<file path="config.mk">
export PLATFORM = sky130hd
export DESIGN_NAME = stage_id_ex_pipe
export DESIGN_NICKNAME = d
export VERILOG_FILES = /design/src/rtl/stage_id_ex_pipe.sv
export SDC_FILE = /design/constraint.sdc
export NUM_CORES = 1
export LEC_CHECK = 0
export CAP_MARGIN = 25
export CORE_MARGIN = 2
export CORE_UTILIZATION = 35
export CTS_BUF_LIST = sky130_fd_sc_hd__clkbuf_4
export DETAILED_ROUTE_END_ITERATION = 10
export DONT_BUFFER_PORTS = 1
export PLACE_DENSITY_LB_ADDON = 0.15
export SYNTH_ARGS = -nofsm -noshare
export SYNTH_HDL_FRONTEND = slang
export SYNTH_HIERARCHICAL = 1
export SYNTH_SLANG_ARGS = --single-unit
export TNS_END_PERCENT = 100
</file>
<file path="constraint.sdc">
create_clock -name clk_i -period 2.6 [get_ports clk_i]
set_clock_uncertainty 0.1 [all_clocks]
set_input_delay 0.52 -clock clk_i [delete_from_list [all_inputs] [get_ports clk_i]]
set_output_delay 0.52 -clock clk_i [all_outputs]
set_load 0.05 [all_outputs]
</file>
<file path="src/rtl/stage_id_ex_pipe.sv">
// ID->EX pipeline register: operand forwarding, operand select, load-use
// stall detection and a single-slot valid/ready output register.

// Per-source forwarding picker: youngest matching channel wins, x0 reads 0.
module stage_id_ex_fwd #(
  parameter int XLEN = 32,
  parameter int NFWD = 2
) (
  input  logic [4:0]           i_src,
  input  logic [XLEN-1:0]      i_rf,
  input  logic [NFWD-1:0]      i_fwd_valid,
  input  logic [5*NFWD-1:0]    i_fwd_rd,
  input  logic [XLEN*NFWD-1:0] i_fwd_dat,
  output logic [XLEN-1:0]      o_dat
);
  // Scan oldest to youngest so the lowest matching channel overrides.
  always_comb begin
    o_dat = i_rf;
    for (int k = NFWD - 1; k >= 0; k--) begin
      if (i_fwd_valid[k] && (i_fwd_rd[5*k +: 5] == i_src))
        o_dat = i_fwd_dat[XLEN*k +: XLEN];
    end
    if (i_src == 5'd0) o_dat = '0;
  end
endmodule

module stage_id_ex_pipe #(
  parameter int XLEN = 32,
  parameter int NFWD = 2
) (
  input  logic                 clk_i,
  input  logic                 rst_i,
  input  logic                 flush_i,
  input  logic                 in_valid_i,
  output logic                 in_ready_o,
  input  logic [XLEN-1:0]      pc_i,
  input  logic [XLEN-1:0]      imm_i,
  input  logic [1:0]           sel_dat_a_i,
  input  logic [1:0]           sel_dat_b_i,
  input  logic [4:0]           rs1_i,
  input  logic [4:0]           rs2_i,
  input  logic [4:0]           rd_i,
  input  logic                 use_rs2_i,
  input  logic [XLEN-1:0]      rs1_d_i,
  input  logic [XLEN-1:0]      rs2_d_i,
  input  logic                 we_rd_i,
  input  logic                 is_load_i,
  input  logic [NFWD-1:0]      fwd_valid_i,
  input  logic [5*NFWD-1:0]    fwd_rd_i,
  input  logic [XLEN*NFWD-1:0] fwd_dat_i,
  output logic                 out_valid_o,
  input  logic                 out_ready_i,
  output logic [XLEN-1:0]      dat_a_o,
  output logic [XLEN-1:0]      dat_b_o,
  output logic [XLEN-1:0]      st_dat_o,
  output logic [XLEN-1:0]      pc_o,
  output logic [4:0]           rd_o,
  output logic                 we_rd_o,
  output logic                 is_load_o,
  output logic                 hazard_o
);
  // Source 0 is rs1, source 1 is rs2.
  logic [1:0][4:0]      w_src;
  logic [1:0][XLEN-1:0] w_rf;
  logic [1:0][XLEN-1:0] w_fwd;
  logic [XLEN-1:0]      w_op_a, w_op_b;
  logic                 w_dep_a, w_dep_b, w_accept;

  logic                 r_valid, r_we, r_ld;
  logic [XLEN-1:0]      r_dat_a, r_dat_b, r_st, r_pc;
  logic [4:0]           r_rd;

  assign w_src = {rs2_i, rs1_i};
  assign w_rf  = {rs2_d_i, rs1_d_i};

  for (genvar g = 0; g < 2; g++) begin : g_src
    stage_id_ex_fwd #(.XLEN(XLEN), .NFWD(NFWD)) u_fwd (
      .i_src       (w_src[g]),
      .i_rf        (w_rf[g]),
      .i_fwd_valid (fwd_valid_i),
      .i_fwd_rd    (fwd_rd_i),
      .i_fwd_dat   (fwd_dat_i),
      .o_dat       (w_fwd[g])
    );
  end

  function automatic logic [XLEN-1:0] opmux(input logic [1:0] sel,
                                            input logic [XLEN-1:0] r,
                                            input logic [XLEN-1:0] imm,
                                            input logic [XLEN-1:0] pc);
    case (sel)
      2'b00:   return r;
      2'b01:   return imm;
      2'b10:   return pc;
      default: return '0;
    endcase
  endfunction

  assign w_op_a = opmux(sel_dat_a_i, w_fwd[0], imm_i, pc_i);
  assign w_op_b = opmux(sel_dat_b_i, w_fwd[1], imm_i, pc_i);

  // A load in the slot cannot forward yet; stall any consumer of its rd.
  assign w_dep_a  = (sel_dat_a_i == 2'b00) && (rs1_i == r_rd);
  assign w_dep_b  = ((sel_dat_b_i == 2'b00) || use_rs2_i) && (rs2_i == r_rd);
  assign hazard_o = r_valid && r_ld && r_we && (r_rd != 5'd0) && in_valid_i &&
                    (w_dep_a || w_dep_b);

  assign in_ready_o = (!r_valid || out_ready_i) && !hazard_o;
  assign w_accept   = in_valid_i && in_ready_o && !flush_i;

  // Slot update: flush beats accept; otherwise accept, drain or hold.
  always_ff @(posedge clk_i or negedge rst_i) begin
    if (!rst_i) begin
      r_valid <= 1'b0;
      r_we    <= 1'b0;
      r_ld    <= 1'b0;
      r_dat_a <= '0;
      r_dat_b <= '0;
      r_st    <= '0;
      r_pc    <= '0;
      r_rd    <= '0;
    end else if (flush_i) begin
      r_valid <= 1'b0;
      r_we    <= 1'b0;
      r_ld    <= 1'b0;
    end else if (w_accept) begin
      r_valid <= 1'b1;
      r_we    <= we_rd_i;
      r_ld    <= is_load_i;
      r_dat_a <= w_op_a;
      r_dat_b <= w_op_b;
      r_st    <= w_fwd[1];
      r_pc    <= pc_i;
      r_rd    <= rd_i;
    end else if (!r_valid || out_ready_i) begin
      // Drained with nothing to take in (includes load-use bubble).
      r_valid <= 1'b0;
    end
  end

  assign out_valid_o = r_valid;
  assign dat_a_o     = r_dat_a;
  assign dat_b_o     = r_dat_b;
  assign st_dat_o    = r_st;
  assign pc_o        = r_pc;
  assign rd_o        = r_rd;
  assign we_rd_o     = r_we;
  assign is_load_o   = r_ld;
endmodule

</file>
==> metrics.txt, run 1 <==
Critical Path RT=1.98 ns; Layout Nets=1133; vias per inst=6.12; Distinct cells, synth=36; Buf/Inv on CP=1; Worst EP arrival=2.02 ns; Crit path largest cell delay=0.45 ns; pwr/cell area=681 nW/µm²; I/O pin cnt=369; dominant synthesized flop cell=dfrtp_1; critical-path maximum fanout=4; Antenna Nets Post-Route=0; drt first pass iters=5; slew of the pin with the lowest slew margin=1.04 ns; Max Cap Violations=0; final hold violation count=136; gpl congestion=0.832; Setup crit end=in_ready_o; status=finished, violations left; clock tree root driver cell=clkbuf_4; Hold Crit Class=primary input to async pin; CTS tree=yes; Cell Chain, Critical Path=xor2_1 -> or3_4 -> o22ai_4 -> and2_4 -> nor2_2 -> buf_6; Die Height=168 µm; Clock Latency Late Sink=0.55 ns; Port Buffer Count=0; H-Tree Depth=4; #FFs+latches synth=136; YS warnings=6; fillcell total=2622; die area=28200 µm²; maximum VDD drop=0.000324 V; RSZ-0062 raised after global routing=true; core area=26700 µm²; Worst Path Class, Setup=flip-flop to output port; Inserted Clock Buffers=17; Worst slew margin=0.303; fin. max-slew vios=0; reg2reg end=pc_o[8]; Final Cycle Share=1.02; Area Growth Syn to Fin=13.4%; EDFF count, synth=0; starting density of the core=0.353; crit path launch type=flip-flop; highest clock rate=379 MHz; Die Width=168 µm; first-pass GRT wire length=52400 µm; post-layout minimum cycle time=2.64 ns; register area=3400 µm²; Mapped Nets=1120; initial antenna violation count=3; Cells after Synth=889; critical path's top delay family=simple AND/OR/NAND/NOR gates; DR vias=7711; slack of the critical path=-0.0403 ns; reg-to-reg setup timing slack=0.05 ns; reg2reg path depth=9; P_leak=4.09 nW; Post-Route Setup TNS=-0.0795 ns; Slowest-stage cell, CP=dfrtp_1; GR Overflow Total=0; Routed WL=35400 µm; failing checks=negative hold slack, negative setup slack; Post-synth ARST share=1.00; CTS clk-pin slew, worst paths=0.15 ns; RR Startpoint=rd_o[3]; Levels on crit path=6; largest net degree at the start of global routing=137; final total power=7.26 mW; DR iter-0 viols=470; layout cells sized above 1=0.322; Crit. End Element=output port; critical path startpoint=rd_o[3]; Worst Hold Margin=-0.462 ns; mapped cell area=9420 µm²; # DRC=0; Routed WL per cell=28.1 µm; Sink Count=136; multi-input combinational cell area=5600 µm²; utilization of the core after routing=0.401; FP Rows=60; Synth Area per Inst=10.6 µm²; sequential area share after synthesis=0.361; post-DP HPWL=24600 µm; Total GRT Usage=0.246; CTS max path bufs=2; hold-fix buffers at CTS=44; Final setup viols=2; vias in the first global route=7857
## cell usage in the layout, fill, tap and decap left out, drive strengths merged
cell type	synthesis	routed
nand3	2	2
o21ai	129	129
buf	43	46
or3	1	1
and2	1	1
a311oi	62	62
o22ai	1	1
nor2	5	5
o21ba	1	1
inv	0	4
nand4	69	69
nand2	69	69
dfrtp	136	136
nand3b	1	1
dlygate4sd3	0	44
diode	0	4
o22a	2	2
nand2b	5	5
mux2i	66	66
nor3	65	65
or2	2	2
clkbuf	53	19
xnor2	29	29
clkinv	0	3
xor2	1	1
a21oi	3	3
nor2b	3	3
or4	2	2
a211oi	2	2
mux2	133	133
a21boi	1	1
and4	2	2
bufinv	0	3
clkinvlp	0	3
## flip-flops by register name, summed over array words and instances, names as in the netlist
| name | count |
|---|---|
| rd_o | 5 |
| st_dat_o | 32 |
| pc_o | 32 |
| is_load_o | 1 |
| out_valid_o | 1 |
| dat_b_o | 32 |
| dat_a_o | 32 |
| we_rd_o | 1 |
## synth_stat cells (5+ instances only)
| cell type | n | area share |
|---|---|---|
| a311oi_2 | 60 | 0.096 |
| buf_1 | 6 | 0.0024 |
| buf_2 | 21 | 0.011 |
| buf_6 | 16 | 0.019 |
| clkbuf_1 | 53 | 0.021 |
| dfrtp_1 | 136 | 0.36 |
| mux2_2 | 63 | 0.075 |
| mux2_4 | 70 | 0.11 |
| mux2i_1 | 66 | 0.070 |
| nand2_1 | 69 | 0.028 |
| nand2b_1 | 5 | 0.0033 |
| nand4_1 | 67 | 0.045 |
| nor3_1 | 65 | 0.035 |
| o21ai_0 | 127 | 0.067 |
| xnor2_1 | 29 | 0.027 |
## what timing repair did
action / CTS / global route
setup endpoints to repair: 2 / 2
buffers inserted: 3 / 1
pin swaps: 2 / 1
gates resized for setup: 5 / 5
endpoints found under the hold margin: 176 / 136
## worst min-delay path by stage
stage / cells past startpoint / startpoint / to
after global placement: 0 / rst_i / is_load_o
after CTS: 0 / rst_i / rd_o[1]
after global routing: 0 / rst_i / rd_o[1]
final: 0 / rst_i / rd_o[1]
after floorplan: 0 / rst_i / dat_a_o[0]
after detailed placement: 0 / rst_i / rd_o[1]
## metrics by stage
stage / setup WS, ns / cells / area, µm²
3_5_place_dp: 0.0834 / 1176 / 9840
5_1_grt: -0.155 / 1259 / 10700
2_1_floorplan: 0.144 / 889 / 9420
6_report: -0.0403 / 1260 / 10700
4_1_cts: -0.147 / 1255 / 10600
3_3_place_gp: 0.146 / 1175 / 9820
## per-layer routing
layer  track usage  part of all wire  routed length [µm]  vias to the layer above
li1              -                 -                   -                     3394
met1         0.306              0.40               14200                     3854
met2         0.409              0.48               17100                      423
met3        0.0771             0.098                3470                       40
met4        0.0790             0.019                 660                        0
met5             0                 0                   0                        -
## cells by family after synthesis
family                    after synthesis  share of synthesized area
AOI/OAI and AO/OA                     201                      0.175
DFF                                   136                      0.361
and+or+nand+nor                       227                      0.125
buffers and inverters                  96                     0.0538
muxes                                 199                      0.257
xor gates and xnor gates               30                     0.0279
## final cells by class
type / instances / share of cell area
Antenna cell: 4 / 0.000938
Clock buffer: 19 / 0.0134
Clock inverter: 13 / 0.0159
Multi-Input combinational cell: 657 / 0.525
Sequential cell: 136 / 0.319
Tap cell: 341 / 0.0400
Timing Repair Buffer: 90 / 0.0864
## power by group
group | leakage, nW | switching [mW] | total, mW | internal (mW)
Combinational | 2.28 | 0.607 | 1.42 | 0.815
Clock | 0.161 | 0.928 | 1.63 | 0.701
Sequential | 1.65 | 1.73 | 4.21 | 2.48
(Power assumes the default switching activity.)
==> run 2: changes to the inputs <==
--- a/config.mk
+++ b/config.mk
@@ -5,10 +5,11 @@
 export SDC_FILE = /design/constraint.sdc
 export NUM_CORES = 1
 export LEC_CHECK = 0
+export ABC_AREA = 1
 export CAP_MARGIN = 25
 export CORE_MARGIN = 2
 export CORE_UTILIZATION = 35
-export CTS_BUF_LIST = sky130_fd_sc_hd__clkbuf_4
+export CTS_BUF_LIST = sky130_fd_sc_hd__clkbuf_8
 export DETAILED_ROUTE_END_ITERATION = 10
 export DONT_BUFFER_PORTS = 1
 export PLACE_DENSITY_LB_ADDON = 0.15
==> run 2 against run 1 <==
  * The run ends with negative hold slack left
  * Synthesized area is 3.3% higher
  * Critical path depth up 2
  * Hold slack better by 0.11 ns
  * Clock power grew 23%
  * Combinational power is 9% lower
  * Via count is 32% higher
  * Die area grew 3.2%
  * Largest cell class unchanged
==> metrics.txt, run 2 <==
Crit. End Element=output port; post-DP HPWL=30200 µm; Routed WL=42400 µm; Critical Path RT=1.98 ns; CTS clk-pin slew, worst paths=0.09 ns; core area=27600 µm²; Worst EP arrival=1.86 ns; Post-synth ARST share=1.00; Synth Area per Inst=6.54 µm²; critical path startpoint=rd_o[4]; Setup crit end=hazard_o; Final Cycle Share=0.953; clock tree root driver cell=clkbuf_8; crit path launch type=flip-flop; highest clock rate=404 MHz; largest net degree at the start of global routing=139; Inserted Clock Buffers=17; GR Overflow Total=0; P_leak=5.82 nW; Die Width=171 µm; post-layout minimum cycle time=2.48 ns; post-route cell area=10600 µm²; sequential area share after synthesis=0.350; critical-path maximum fanout=5; Sink Count=136; Comb power frac=0.179; Layout Nets=1662; XOR/XNOR Fraction of Synth Area=0; clock power share=0.278; top cells by count, synth=nand2_1 (551), nand4_1 (200), inv_1 (161); drt first pass iters=5; RSZ-0062 raised after global routing=false; Clock Latency Late Sink=0.47 ns; count leader, synth=nand2_1; Distinct cells, synth=22; vias per inst=5.58; Max Cap Violations=0; Internal=3.88 mW; simple-gate area share of the yosys netlist=0.456; mapped cell area=9730 µm²; Cells after Synth=1487; slack of the critical path=0.122 ns; Total GRT Usage=0.287; fraction of synthesized area in multiplexers=0; YS warnings=6; EDFF count, synth=0; Die Height=171 µm; commonest non-fill, non-tap cell in the layout=nand2_1; H-Tree Depth=4; I/O pin cnt=369; vias in the first global route=10400; maximum VDD drop=0.000352 V; starting density of the core=0.353; post-place setup slack=0.215 ns; Hold Crit Class=primary input to async pin; reg-to-reg setup timing slack=0.49 ns; CTS max path bufs=2; Post-Route Setup TNS=0 ns; failing checks=negative hold slack; initial antenna violation count=4; Routed WL per cell=23.2 µm; leading area contributor after synthesis=dfrtp_1; DR iter-0 viols=794; sequential share of power=0.543; # DRC=0; layout cells sized above 1=0.0831; reg2reg end=dat_a_o[4]; dominant synthesized flop cell=dfrtp_1; area fraction of the dominant cell type after synthesis=0.350; final hold violation count=136; fin. max-slew vios=0; Worst Hold Margin=-0.349 ns; Mapped Nets=1718; status=finished, violations left; slew of the pin with the lowest slew margin=0.644 ns; fillcell total=3042; Sw Pwr=3.33 mW; DR vias=10200; reg2reg path depth=9; largest cells by area after synthesis=dfrtp_1 (35%), nand2_1 (21%), nand4_1 (13%); gpl congestion=0.982; switching part of the total=0.462; CTS tree=yes; Area Growth Syn to Fin=9.20%; most frequent cells in the layout=nand2_1 (549), nand4_1 (200), inv_1 (160); dpl cell area=10100 µm²; RR Startpoint=rd_o[1]; post-synthesis compound-gate area fraction=0.0603; main combinational cell family by area after synthesis=simple AND/OR/NAND/NOR gates; #FFs+latches synth=136; Worst Path Class, Setup=flip-flop to output port; Synth Area in Adders=0; Port Buffer Count=0; Antenna Nets Post-Route=0; FP Rows=61; die area=29100 µm²; Final setup viols=0; first-pass GRT wire length=62600 µm; Worst slew margin=0.570; pwr/cell area=679 nW/µm²
-- run 2: changes by cell type after synthesis, moves of 63 or more --
cell	delta
mux2_4	-70
nor3_1	-65
nand2_1	+482
mux2_2	-63
mux2i_1	-66
nor2_1	+141
nand4_1	+133
nand3_1	+69
o221ai_1	+64
o21ai_0	-126
inv_1	+161
-- run 2: routing by layer --
metal  GRT usage  part of all wire  up-vias
li1            -                 -     4783
met1       0.313              0.36     4887
met2       0.507              0.50      433
met3       0.100             0.097       88
met4       0.117             0.041        0
met5           0                 0        -
-- run 2: critical path, stage by stage, from the launching register on --
cell and delay (ns):
dfrtp_2 0.48, nand2_1 0.09, nand2_1 0.09, nor2_1 0.13, nand3_1 0.11, nand2_2 0.14, nand2_2 0.11, inv_1 0.11
buf_12 0.15
-- run 2: power by group through the flow --
stage                     clock network, mW  registers, mW  logic [mW]
after floorplan                           0           3.87       0.922
after global placement                    0           3.96        1.25
after detailed placement                  0           3.96        1.27
after CTS                              2.05           3.92        1.30
after global routing                   2.14           3.96        1.46
final                                  2.01           3.91        1.29
-- run 2: cells by family after synthesis --
kind of cell / count (synthesis)
simple gates: 987
flops: 136
buf+inv: 297
compound gates: 67
-- run 2: worst min-delay path by stage --
stage | to | slack [ns] | startpoint | cells after the start
after global placement | st_dat_o[4] | 0.13 | rst_i | 0
after CTS | rd_o[3] | -0.40 | rst_i | 0
after global routing | st_dat_o[4] | -0.39 | rst_i | 0
final | st_dat_o[4] | -0.35 | rst_i | 0
after detailed placement | st_dat_o[4] | 0.13 | rst_i | 0
after floorplan | dat_a_o[0] | 0.12 | rst_i | 0
-- run 2: cell type report --
| class | instances | area (µm²) | area share |
|---|---|---|---|
| antenna | 4 | 10.0 | 0.000942 |
| clock buffer | 18 | 248 | 0.0233 |
| clock inverter | 14 | 188 | 0.0177 |
| inverter | 177 | 667 | 0.0628 |
| multi-input combinational | 1054 | 5050 | 0.476 |
| sequential | 136 | 3410 | 0.321 |
| tap | 378 | 473 | 0.0445 |
| timing repair buffer | 45 | 576 | 0.0542 |
-- run 2: through the flow --
step | cells | util | total power, mW
after floorplan | 1487 | - | 4.79
after global placement | 1784 | 0.366 | 5.21
after detailed placement | 1784 | 0.366 | 5.22
after CTS | 1821 | 0.385 | 7.27
after global routing | 1826 | 0.385 | 7.55
final | 1826 | 0.385 | 7.21
-- run 2: what timing repair did --
action / CTS / global route
endpoints found under the setup margin: 2 / 1
gates cloned: 2 / 0
pin swaps: 2 / 0
resized for setup: 4 / 1
hold endpoints to repair: 136 / 136
buffers inserted: 3 / 1
==> run 3: changes to the inputs <==
--- a/config.mk
+++ b/config.mk
@@ -7,7 +7,6 @@
 export LEC_CHECK = 0
 export ABC_AREA = 1
 export CAP_MARGIN = 25
-export CORE_MARGIN = 2
 export CORE_UTILIZATION = 35
 export CTS_BUF_LIST = sky130_fd_sc_hd__clkbuf_8
 export DETAILED_ROUTE_END_ITERATION = 10
==> run 3 against run 2 <==
  * The flow still finishes with violations (negative hold slack)
  * Cell area fell by 1.3%
  * Total power shrank 3.4%
  * Sequential cell count is the same
  * Routed wire length decreased by 5.4%
  * Die area decreased by 2.3%
  * Core utilization up 0.12 points
  * Clock-buffer cell count down 1
  * Register-to-register slack got worse by 0.02 ns
  * Non-clock buffer count fell by 3
  * Largest power group unchanged
==> metrics.txt, run 3 (synthesized netlist as in run 2, its figures left out) <==
pwr/cell area=665 nW/µm²; commonest non-fill, non-tap cell in the layout=nand2_1; Max Cap Violations=0; drt first pass iters=5; Worst slew margin=0.568; Slowest-stage cell, CP=dfrtp_2; Levels on crit path=9; Post-Route Setup TNS=0 ns; Die Height=169 µm; # DRC=0; Routed WL per cell=22.1 µm; RR Startpoint=rd_o[3]; Antenna Nets Post-Route=0; reg2reg end=dat_a_o[7]; first-pass GRT wire length=60100 µm; Hold Crit Class=primary input to async pin; layout cells sized above 1=0.0812; Crit. End Element=output port; Port Buffer Count=0; core area=27100 µm²; die area=28500 µm²; post-DP HPWL=28800 µm; Layout Nets=1659; Die Width=169 µm; GR Overflow Total=0; critical path startpoint=rd_o[3]; reg-to-reg setup timing slack=0.47 ns; critical path's top delay family=simple AND/OR/NAND/NOR gates; Worst Hold Margin=-0.343 ns; Buf/Inv on CP=3; CTS tree=yes; initial antenna violation count=4; fin. max-slew vios=0; CTS clk-pin slew, worst paths=0.10 ns; utilization of the core after routing=0.387; starting density of the core=0.359; gpl congestion=0.921; Setup crit end=hazard_o; Final Cycle Share=0.947; Worst Path Class, Setup=flip-flop to output port; Sink Count=136; status=finished, violations left; Crit path largest cell delay=0.44 ns; Clock Latency Late Sink=0.46 ns; clock tree root driver cell=clkbuf_8; I/O pin cnt=369; H-Tree Depth=4; highest clock rate=406 MHz; critical-path maximum fanout=5; DR iter-0 viols=603; FP Rows=60; Total GRT Usage=0.280; RSZ-0062 raised after global routing=false; maximum VDD drop=0.000284 V; DR vias=10000; post-layout minimum cycle time=2.46 ns; failing checks=negative hold slack; largest net degree at the start of global routing=139; P_leak=5.75 nW; vias per inst=5.51; Area Growth Syn to Fin=7.73%; final hold violation count=136; Cell Chain, Critical Path=inv_2 -> nand2_1 -> nand2_1 -> nor2_1 -> nand3_1 -> nand2_2 -> nand2_2 -> inv_1 -> buf_12; reg2reg path depth=11; most frequent cells in the layout=nand2_1 (549), nand4_1 (200), inv_1 (160); Routed WL=40100 µm; Critical Path RT=1.98 ns; Worst EP arrival=1.84 ns; CTS max path bufs=2; Inserted Clock Buffers=17; crit path launch type=flip-flop; slew of the pin with the lowest slew margin=0.648 ns; vias in the first global route=10100; Final setup viols=0
-- run 3: cell count changes in the layout (fill, tap and decap cells not counted), moves of 2 or more --
| cell | delta |
|---|---|
| inv_8 | +2 |
| clkinv_4 | -2 |
| bufinv_16 | -2 |
| inv_6 | +2 |
| buf_12 | -3 |
-- run 3: layout make-up --
class	instances	area [µm²]
Timing Repair Buffer	42	490
Sequential cell	136	3410
Clock buffer	17	234
Tap cell	372	465
Multi-Input combinational cell	1054	5050
Fill cell	2987	16600
Clock inverter	15	158
Inverter	177	667
Antenna cell	4	10.0
-- run 3: worst min-delay path by stage --
| stage | startpoint | endpoint | slack, ns | cells after the start |
|---|---|---|---|---|
| after floorplan | rst_i | dat_a_o[0] | 0.12 | 0 |
| after global placement | rst_i | st_dat_o[6] | 0.13 | 0 |
| after detailed placement | rst_i | st_dat_o[6] | 0.13 | 0 |
| after CTS | rst_i | rd_o[3] | -0.37 | 0 |
| after global routing | rst_i | st_dat_o[6] | -0.38 | 0 |
| final | rst_i | st_dat_o[6] | -0.34 | 0 |
-- run 3: worst reg2reg max path: stages (launching register included) --
cell	delay, ns
dfrtp_2	0.46
inv_2	0.09
nand2_1	0.05
nand2_1	0.09
nor2_1	0.06
nand3_1	0.09
nand2_2	0.09
nand2_2	0.13
nand4_4	0.31
buf_12	0.31
nand2_1	0.16
nand2_1	0.06
-- run 3: repair_timing --
action | CTS | global route
endpoints found under the setup margin | 2 | 2
resized for setup | 2 | 3
pin swaps | 1 | 0
endpoints found under the hold margin | 136 | 136
setup buffers | 1 | 0
cloned | 1 | 0
-- run 3: report_power, final --
part	leakage [nW]	internal [mW]	total, mW	switching (mW)
Sequential	1.72	2.43	3.90	1.47
Clock	0.188	0.797	1.81	1.01
Combinational	3.84	0.434	1.26	0.824
-- run 3: through the flow --
| stage | hold WS, ns | power, mW | instance area [µm²] | instances | setup WS (ns) |
|---|---|---|---|---|---|
| 2_1_floorplan | 0.124 | 4.79 | 9730 | 1487 | 0.235 |
| 5_1_grt | -0.381 | 7.28 | 10500 | 1817 | 0.0134 |
| 3_3_place_gp | 0.130 | 5.18 | 10000 | 1779 | 0.278 |
| 3_5_place_dp | 0.131 | 5.19 | 10000 | 1779 | 0.249 |
| 6_report | -0.343 | 6.97 | 10500 | 1817 | 0.137 |
| 4_1_cts | -0.375 | 7.01 | 10500 | 1813 | 0.0661 |
-- run 3: metal layers --
layer  GRT usage  vias to the layer above  wire (µm)
li1            -                     4774          -
met1       0.306                     4803      15000
met2       0.507                      383      20600
met3      0.0886                       49       3470
met4      0.0945                        0       1040
met5           0                        -          0
